## src/rtl/seg7_pkg.sv

```systemverilog
// Shared definitions for the 7-segment receive path: active-low digit patterns,
// the blank pattern and the capture FSM state type.
package seg7_pkg;

  localparam logic [6:0] SEG_BLANK = 7'h7F;

  // Active-low a..g patterns for hex digits 0..F, indexed by nibble value.
  localparam logic [6:0] HEX_SEG [16] = '{
    7'h40, 7'h79, 7'h24, 7'h30, 7'h19, 7'h12, 7'h02, 7'h78,
    7'h00, 7'h10, 7'h08, 7'h03, 7'h46, 7'h21, 7'h06, 7'h0E
  };

  typedef enum logic [1:0] {
    ST_IDLE,
    ST_SETTLE,
    ST_HELD
  } cap_state_e;

  // Digit position of the single low anode bit; callers guarantee exactly one is low.
  function automatic logic [1:0] anode_index(input logic [3:0] an);
    logic [1:0] idx;
    idx = 2'd0;
    for (int i = 0; i < 4; i++) begin
      if (!an[i]) idx = 2'(i);
    end
    return idx;
  endfunction

endpackage

```

## src/rtl/seg7_to_hex.sv

```systemverilog
// Combinational inverse of the hex-to-7-segment encoder: active-low pattern in,
// {valid, blank, nibble} out. Blank is not a valid hex digit.
module seg7_to_hex
  import seg7_pkg::*;
(
  input  logic [6:0] seg,
  output logic       valid,
  output logic       blank,
  output logic [3:0] nibble
);

  always_comb begin
    // NOTE: every output gets a default before the search loop so no latch is inferred.
    valid  = 1'b0;
    nibble = 4'h0;
    blank  = (seg == SEG_BLANK);
    for (int i = 0; i < 16; i++) begin
      if (seg == HEX_SEG[i]) begin
        valid  = 1'b1;
        nibble = 4'(i);
      end
    end
  end

endmodule

```

## src/rtl/seven_seg_capture.sv

```systemverilog
// Monitors a multiplexed active-low 7-segment bus, latches each settled digit and
// rebuilds the displayed 8-bit value from complete, well-formed frames.
module seven_seg_capture
  import seg7_pkg::*;
#(
  parameter int SETTLE_CYCLES  = 4,
  parameter int TIMEOUT_CYCLES = 1_000_000
) (
  input  logic       clk,
  input  logic       rst_n,
  input  logic [3:0] an,
  input  logic [6:0] seg_in,
  output logic [7:0] num_out,
  output logic       num_valid,
  output logic       frame_stb,
  output logic       decode_err,
  output logic       display_on
);

  localparam int SW = $clog2(SETTLE_CYCLES + 1);
  localparam int TW = $clog2(TIMEOUT_CYCLES + 1);

  logic [3:0]    an_q, an_p;
  logic [6:0]    seg_q, seg_p;
  cap_state_e    state_q, state_d;
  logic [SW-1:0] cnt_q, cnt_d;
  logic [TW-1:0] to_cnt_q;
  logic [3:0]    seen_q, seen_d;
  logic [3:0]    nib_q [4];
  logic [3:0]    blank_q;
  logic          bad_q, bad_d, frame_pend_q, frame_pend_d;

  logic       same, one_low, multi_low, start, advance, latch, timed_out, frame_good;
  logic [1:0] k;
  logic       pat_valid, pat_blank;
  logic [3:0] pat_nib;

  seg7_to_hex u_dec (
    .seg   (seg_q),
    .valid (pat_valid),
    .blank (pat_blank),
    .nibble(pat_nib)
  );

  always_comb begin
    same      = (an_q == an_p) && (seg_q == seg_p);
    one_low   = ($countones(~an_q) == 1);
    multi_low = ($countones(~an_q) > 1);
    k         = anode_index(an_q);
  end

  always_comb begin
    state_d = state_q;
    cnt_d   = cnt_q;
    start   = 1'b0;
    advance = 1'b0;
    latch   = 1'b0;
    if (multi_low) begin
      state_d = ST_IDLE;
    end else begin
      unique case (state_q)
        ST_IDLE:   start = one_low;
        ST_SETTLE: begin
          if (same)         advance = 1'b1;
          else if (one_low) start   = 1'b1;
          else              state_d = ST_IDLE;
        end
        ST_HELD: begin
          // A dwell latches once; only a change of sample can start a new one.
          if (!same) begin
            if (one_low) start   = 1'b1;
            else         state_d = ST_IDLE;
          end
        end
        default:   state_d = ST_IDLE;
      endcase
    end
    if (start)        cnt_d = SW'(1);
    else if (advance) cnt_d = cnt_q + SW'(1);
    if (start || advance) begin
      if (cnt_d == SW'(SETTLE_CYCLES)) begin
        latch   = 1'b1;
        state_d = ST_HELD;
      end else begin
        state_d = ST_SETTLE;
      end
    end
  end

  always_comb begin
    timed_out    = (to_cnt_q == TW'(TIMEOUT_CYCLES)) && !latch;
    seen_d       = (frame_pend_q ? 4'b0000 : seen_q) | (latch ? (4'b0001 << k) : 4'b0000);
    if (timed_out) seen_d = 4'b0000;
    bad_d        = (frame_pend_q ? 1'b0 : bad_q) | (latch && !pat_valid && !pat_blank);
    frame_pend_d = latch && (seen_d == 4'b1111);
    frame_good   = !bad_q && !blank_q[0] && !blank_q[1] && blank_q[2] && blank_q[3];
  end

  always_ff @(posedge clk) begin
    if (!rst_n) begin
      // Input registers reset to the idle bus so no phantom sample follows reset.
      an_q         <= 4'b1111;
      an_p         <= 4'b1111;
      seg_q        <= SEG_BLANK;
      seg_p        <= SEG_BLANK;
      state_q      <= ST_IDLE;
      cnt_q        <= '0;
      to_cnt_q     <= '0;
      seen_q       <= '0;
      blank_q      <= '0;
      bad_q        <= 1'b0;
      frame_pend_q <= 1'b0;
      num_out      <= '0;
      num_valid    <= 1'b0;
      frame_stb    <= 1'b0;
      decode_err   <= 1'b0;
      display_on   <= 1'b0;
      for (int i = 0; i < 4; i++) nib_q[i] <= '0;
    end else begin
      // NOTE: all state updates use non-blocking assignments so every read sees pre-edge values.
      an_q         <= an;
      seg_q        <= seg_in;
      an_p         <= an_q;
      seg_p        <= seg_q;
      state_q      <= state_d;
      cnt_q        <= cnt_d;
      seen_q       <= seen_d;
      bad_q        <= bad_d;
      frame_pend_q <= frame_pend_d;
      frame_stb    <= 1'b0;
      decode_err   <= multi_low || (latch && !pat_valid && !pat_blank) ||
                      (frame_pend_q && !frame_good && !bad_q);

      if (latch) begin
        nib_q[k]   <= pat_nib;
        blank_q[k] <= pat_blank;
        to_cnt_q   <= '0;
        display_on <= 1'b1;
      end else if (to_cnt_q != TW'(TIMEOUT_CYCLES)) begin
        to_cnt_q <= to_cnt_q + TW'(1);
      end

      if (timed_out) begin
        display_on <= 1'b0;
        num_valid  <= 1'b0;
      end else if (frame_pend_q && frame_good) begin
        num_out   <= {nib_q[1], nib_q[0]};
        num_valid <= 1'b1;
        frame_stb <= 1'b1;
      end
    end
  end

endmodule

```

## config.mk

```make
export PLATFORM = sky130hd
export DESIGN_NAME = seven_seg_capture
export DESIGN_NICKNAME = d
export VERILOG_FILES = /design/src/rtl/seg7_pkg.sv /design/src/rtl/seg7_to_hex.sv /design/src/rtl/seven_seg_capture.sv
export SDC_FILE = /design/constraint.sdc
export NUM_CORES = 1
export LEC_CHECK = 0
export BUFFER_PORTS_ARGS = -buffer_cell sky130_fd_sc_hd__buf_2
export CORE_AREA = 2 2 85 87
export CTS_CLUSTER_DIAMETER = 60
export CTS_CLUSTER_SIZE = 40
export DETAILED_ROUTE_END_ITERATION = 8
export DIE_AREA = 0 0 87 89
export GPL_TIMING_DRIVEN = 0
export PLACE_DENSITY = 0.74
export SKIP_CTS_REPAIR_TIMING = 1
export SLEW_MARGIN = 20
export SYNTH_ARGS = -nofsm -noshare
export SYNTH_HDL_FRONTEND = slang
export SYNTH_SLANG_ARGS = --single-unit
```

## constraint.sdc

```tcl
create_clock -name clk -period 2.8 [get_ports clk]
set_clock_uncertainty 0.05 [all_clocks]
set_input_delay 0.28 -clock clk [delete_from_list [all_inputs] [get_ports clk]]
set_output_delay 0.28 -clock clk [all_outputs]
set_load 0.03 [all_outputs]
```

==> flow_summary.ini <==
[cells_and_area]
n_fill_cell = 578
final_area_sq_um = 4220
fin_nets = 466
antenna_cells = 0
area_growth_pct = 17.9
fin_cells = 528
drive_gt1_frac = 0.179

[place]
place_hpwl_um = 5170
numPortBuffers = 24
place_congestion = 0.852
dp_cells = 502
placed_cell_area_sq_um = 3800
place_ws_ns = -0.215

[critical_path]
required_ns = 3.00
cp-start-kind = register
cpLargestDelayFamily = adder cells
crit_type = reg2reg
critPathMaxStageDelay_ns = 0.53
cp_slowest_cell = fa_1
cp.buffers_inverters = 4
end_kind = register
cp.arrival_ns = 2.95
path_cells = fa_1 > inv_1 > ha_2 > buf_4 > ha_1 > nor3b_2 > and3b_1 > a21o_1 > nand2b_4 > buf_8 > buf_6 > nor2_1 > o21a_1
cp_max_fo = 5

[logic_synthesis]
synth_edf_count = 8
synth_warnings = 0
synth_area_sq_um = 3580
ys_ff_latch = 77
synth-xor-area-share = 0.0807
synth_seq_area_share = 0.453
ys_async_sr_fraction = 0
syn_nets = 421
synth_fa_ha_area_frac = 0.0370
synth-simple-area-share = 0.269
syn_area_per_cell_sq_um = 8.99
muxShareOfSynthArea = 0.0364
synth_top_family_by_area = simple AND/OR/NAND/NOR gates
ys_types = 52
ys.flop_type = dfxtp_1
synth_cells = 398
synth-compound-area-share = 0.0839

[timing]
worst_slack_ns = 0.0429
worst_pin_slew_ns = 0.601
finalSetupViolCount = 0
final.min_clock_period_ns = 2.76
hold_viol_final = 0
fmax_mhz = 363
hold-worst-slack_ns = 0.0607
relSlewSlack = 0.600
drv_slew = 0
fin_crit_sh = 0.985

[die]
fp.dieArea_sq_um = 7740
io_pins = 25
die_h_um = 89
num_rows = 30
start_util = 0.533
die_w_um = 87
core_sq_um = 6720

[power]
comb_power_share = 0.098
ir_worst_vdd_v = 0.000309
design_power_total_uw = 2270
p_seq_frac = 0.512
clockPowerShare = 0.390
p_sw_uw = 547
switching_share = 0.241
p_int_uw = 1720
p_per_area_nw_per_um2 = 538
cellLeakagePower_uw = 0.00164

[drt]
ant_nets = 0
drtIter0Drc = 157
routed_wl_um = 7650
vias_per_cell = 5.51
drc = 0
routed-via-count = 2908
drtPass1Iterations = 4
wire_per_inst_um = 14.5

[grt]
grt_overflow = 0
antenna_found_initial = 0
grt_max_degree = 13
gr-usage-all-layers = 0.204
grt_pass1_vias = 2708
grt_pass1_wl_um = 12400

[run_status]
outcome = finished clean

[worst_hold_path]
holdCritPathClass = in2reg

[clock_tree]
cts_max_level = 3
clockBufferDepth = 2
path_clk_slew_ns = 0.08
cts_buffers = 9
clock_sink_count = 77
cts_root_buffer = clkbuf_8
cts_tree = done
insertion_delay_ns = 0.35

[flow_run]
cap_violations = 0
routing by layer:
layer | routed length [um] | track usage
met2 | 3530 | 0.316
met5 | 0 | 0
met4 | 87 | 0.0966
met1 | 3640 | 0.275
met3 | 391 | 0.0397
registers in the layout (all words and copies together) (netlist names):
| register | flops |
|---|---|
| cnt_q | 3 |
| num_valid | 1 |
| decode_err | 1 |
| frame_pend_q | 1 |
| num_out | 8 |
| state_q | 2 |
| seg_q | 7 |
| bad_q | 1 |
| seg_p | 7 |
| nib_q | 8 |
| display_on | 1 |
| frame_stb | 1 |
| to_cnt_q | 20 |
| blank_q | 4 |
| an_p | 4 |
| seen_q | 4 |
| an_q | 4 |
worst reg2reg max path: cells and delay by family (launching register included):
family	cells	cell delay, ns
AOI/OAI and AO/OA	2	0.34
adders and majority gates	3	0.88
buffers and inverters	4	0.39
DFF	1	0.35
and+or+nand+nor	4	0.63
path summary, 6_finish.rpt:
path              slack, ns  cells after the start  startpoint         end
setup / recovery       0.04                     13     an_q[3]   seen_q[0]
hold / removal         0.06                      2   seg_in[3]    seg_q[3]
setup reg to reg       0.04                     13     an_q[3]   seen_q[0]
hold reg to reg        0.41                      2  num_out[2]  num_out[2]
layout make-up:
cell class / instances / area [sq um] / area share
Sequential cell: 77 / 1630 / 0.387
Buffer: 18 / 106 / 0.0252
Multi-Input combinational cell: 288 / 1900 / 0.449
Timing Repair Buffer: 34 / 224 / 0.0531
Tap cell: 80 / 100 / 0.0237
Inverter: 15 / 56.3 / 0.0133
Clock inverter: 6 / 77.6 / 0.0184
Clock buffer: 10 / 128 / 0.0302
synthesized netlist by cell type, types with 2 or more instances:
master	n	share of area
nor2_1	48	0.050
nand4_1	10	0.017
o21ai_0	10	0.014
inv_1	14	0.015
nor4_1	4	0.0070
nand3b_1	3	0.0063
mux2i_1	13	0.036
nand2b_1	21	0.037
clkbuf_1	8	0.0084
a21boi_0	2	0.0042
xor2_1	15	0.037
and2_1	4	0.0070
nor3b_1	3	0.0063
o211ai_1	3	0.0063
and4_1	3	0.0073
nor4_2	2	0.0070
dfxtp_1	69	0.39
nand2_1	47	0.049
buf_2	8	0.011
a21oi_1	10	0.014
edfxtp_1	8	0.067
ha_1	9	0.031
a211oi_1	4	0.0084
o31ai_1	2	0.0042
o21a_1	6	0.013
xnor2_1	18	0.044
and3_1	2	0.0035
nand4b_1	2	0.0049
nor2b_1	5	0.0087
nor3_1	10	0.014
nor4bb_1	2	0.0056
nand3_1	13	0.018
metrics by stage:
stage           util  setup TNS [ns]
6_report       0.628               0
2_1_floorplan      -               0
3_3_place_gp   0.566           -4.65
3_5_place_dp   0.566           -8.26
4_1_cts        0.596           -9.58
5_1_grt        0.628          -0.133
power groups by stage:
stage / Sequential [uW] / Clock [uW] / Combinational (uW)
floorplan: 1190 / 0 / 143
global placement: 1190 / 0 / 186
detailed placement: 1190 / 0 / 191
CTS: 1170 / 901 / 192
global route: 1170 / 956 / 247
finish: 1160 / 886 / 222
layout by cell type (no fill, tap or decap), types with 3 or more instances in the layout:
cell	instances
edfxtp_1	8
buf_4	8
buf_2	28
mux2i_1	13
nand3_1	13
buf_6	5
and4_1	3
nand2b_1	20
nor2_2	6
nor2b_1	5
o21a_1	6
and2_1	4
clkbuf_8	9
inv_1	14
nand2_1	44
nor4_1	4
dfxtp_1	66
nor3_1	10
xnor2_1	18
o211ai_1	3
nand4_1	10
nand3b_1	3
ha_1	7
o21ai_0	9
dfxtp_4	3
a211oi_1	4
clkinv_1	3
xor2_1	15
clkbuf_1	9
nor2_1	42
a21oi_1	9
cells by family after synthesis:
| group | after synthesis |
|---|---|
| compound gates | 45 |
| mux | 13 |
| xor+xnor | 33 |
| simple gates | 187 |
| fa+ha+maj | 10 |
| buf+inv | 33 |
| flops | 77 |
(Power assumes the default switching activity.)
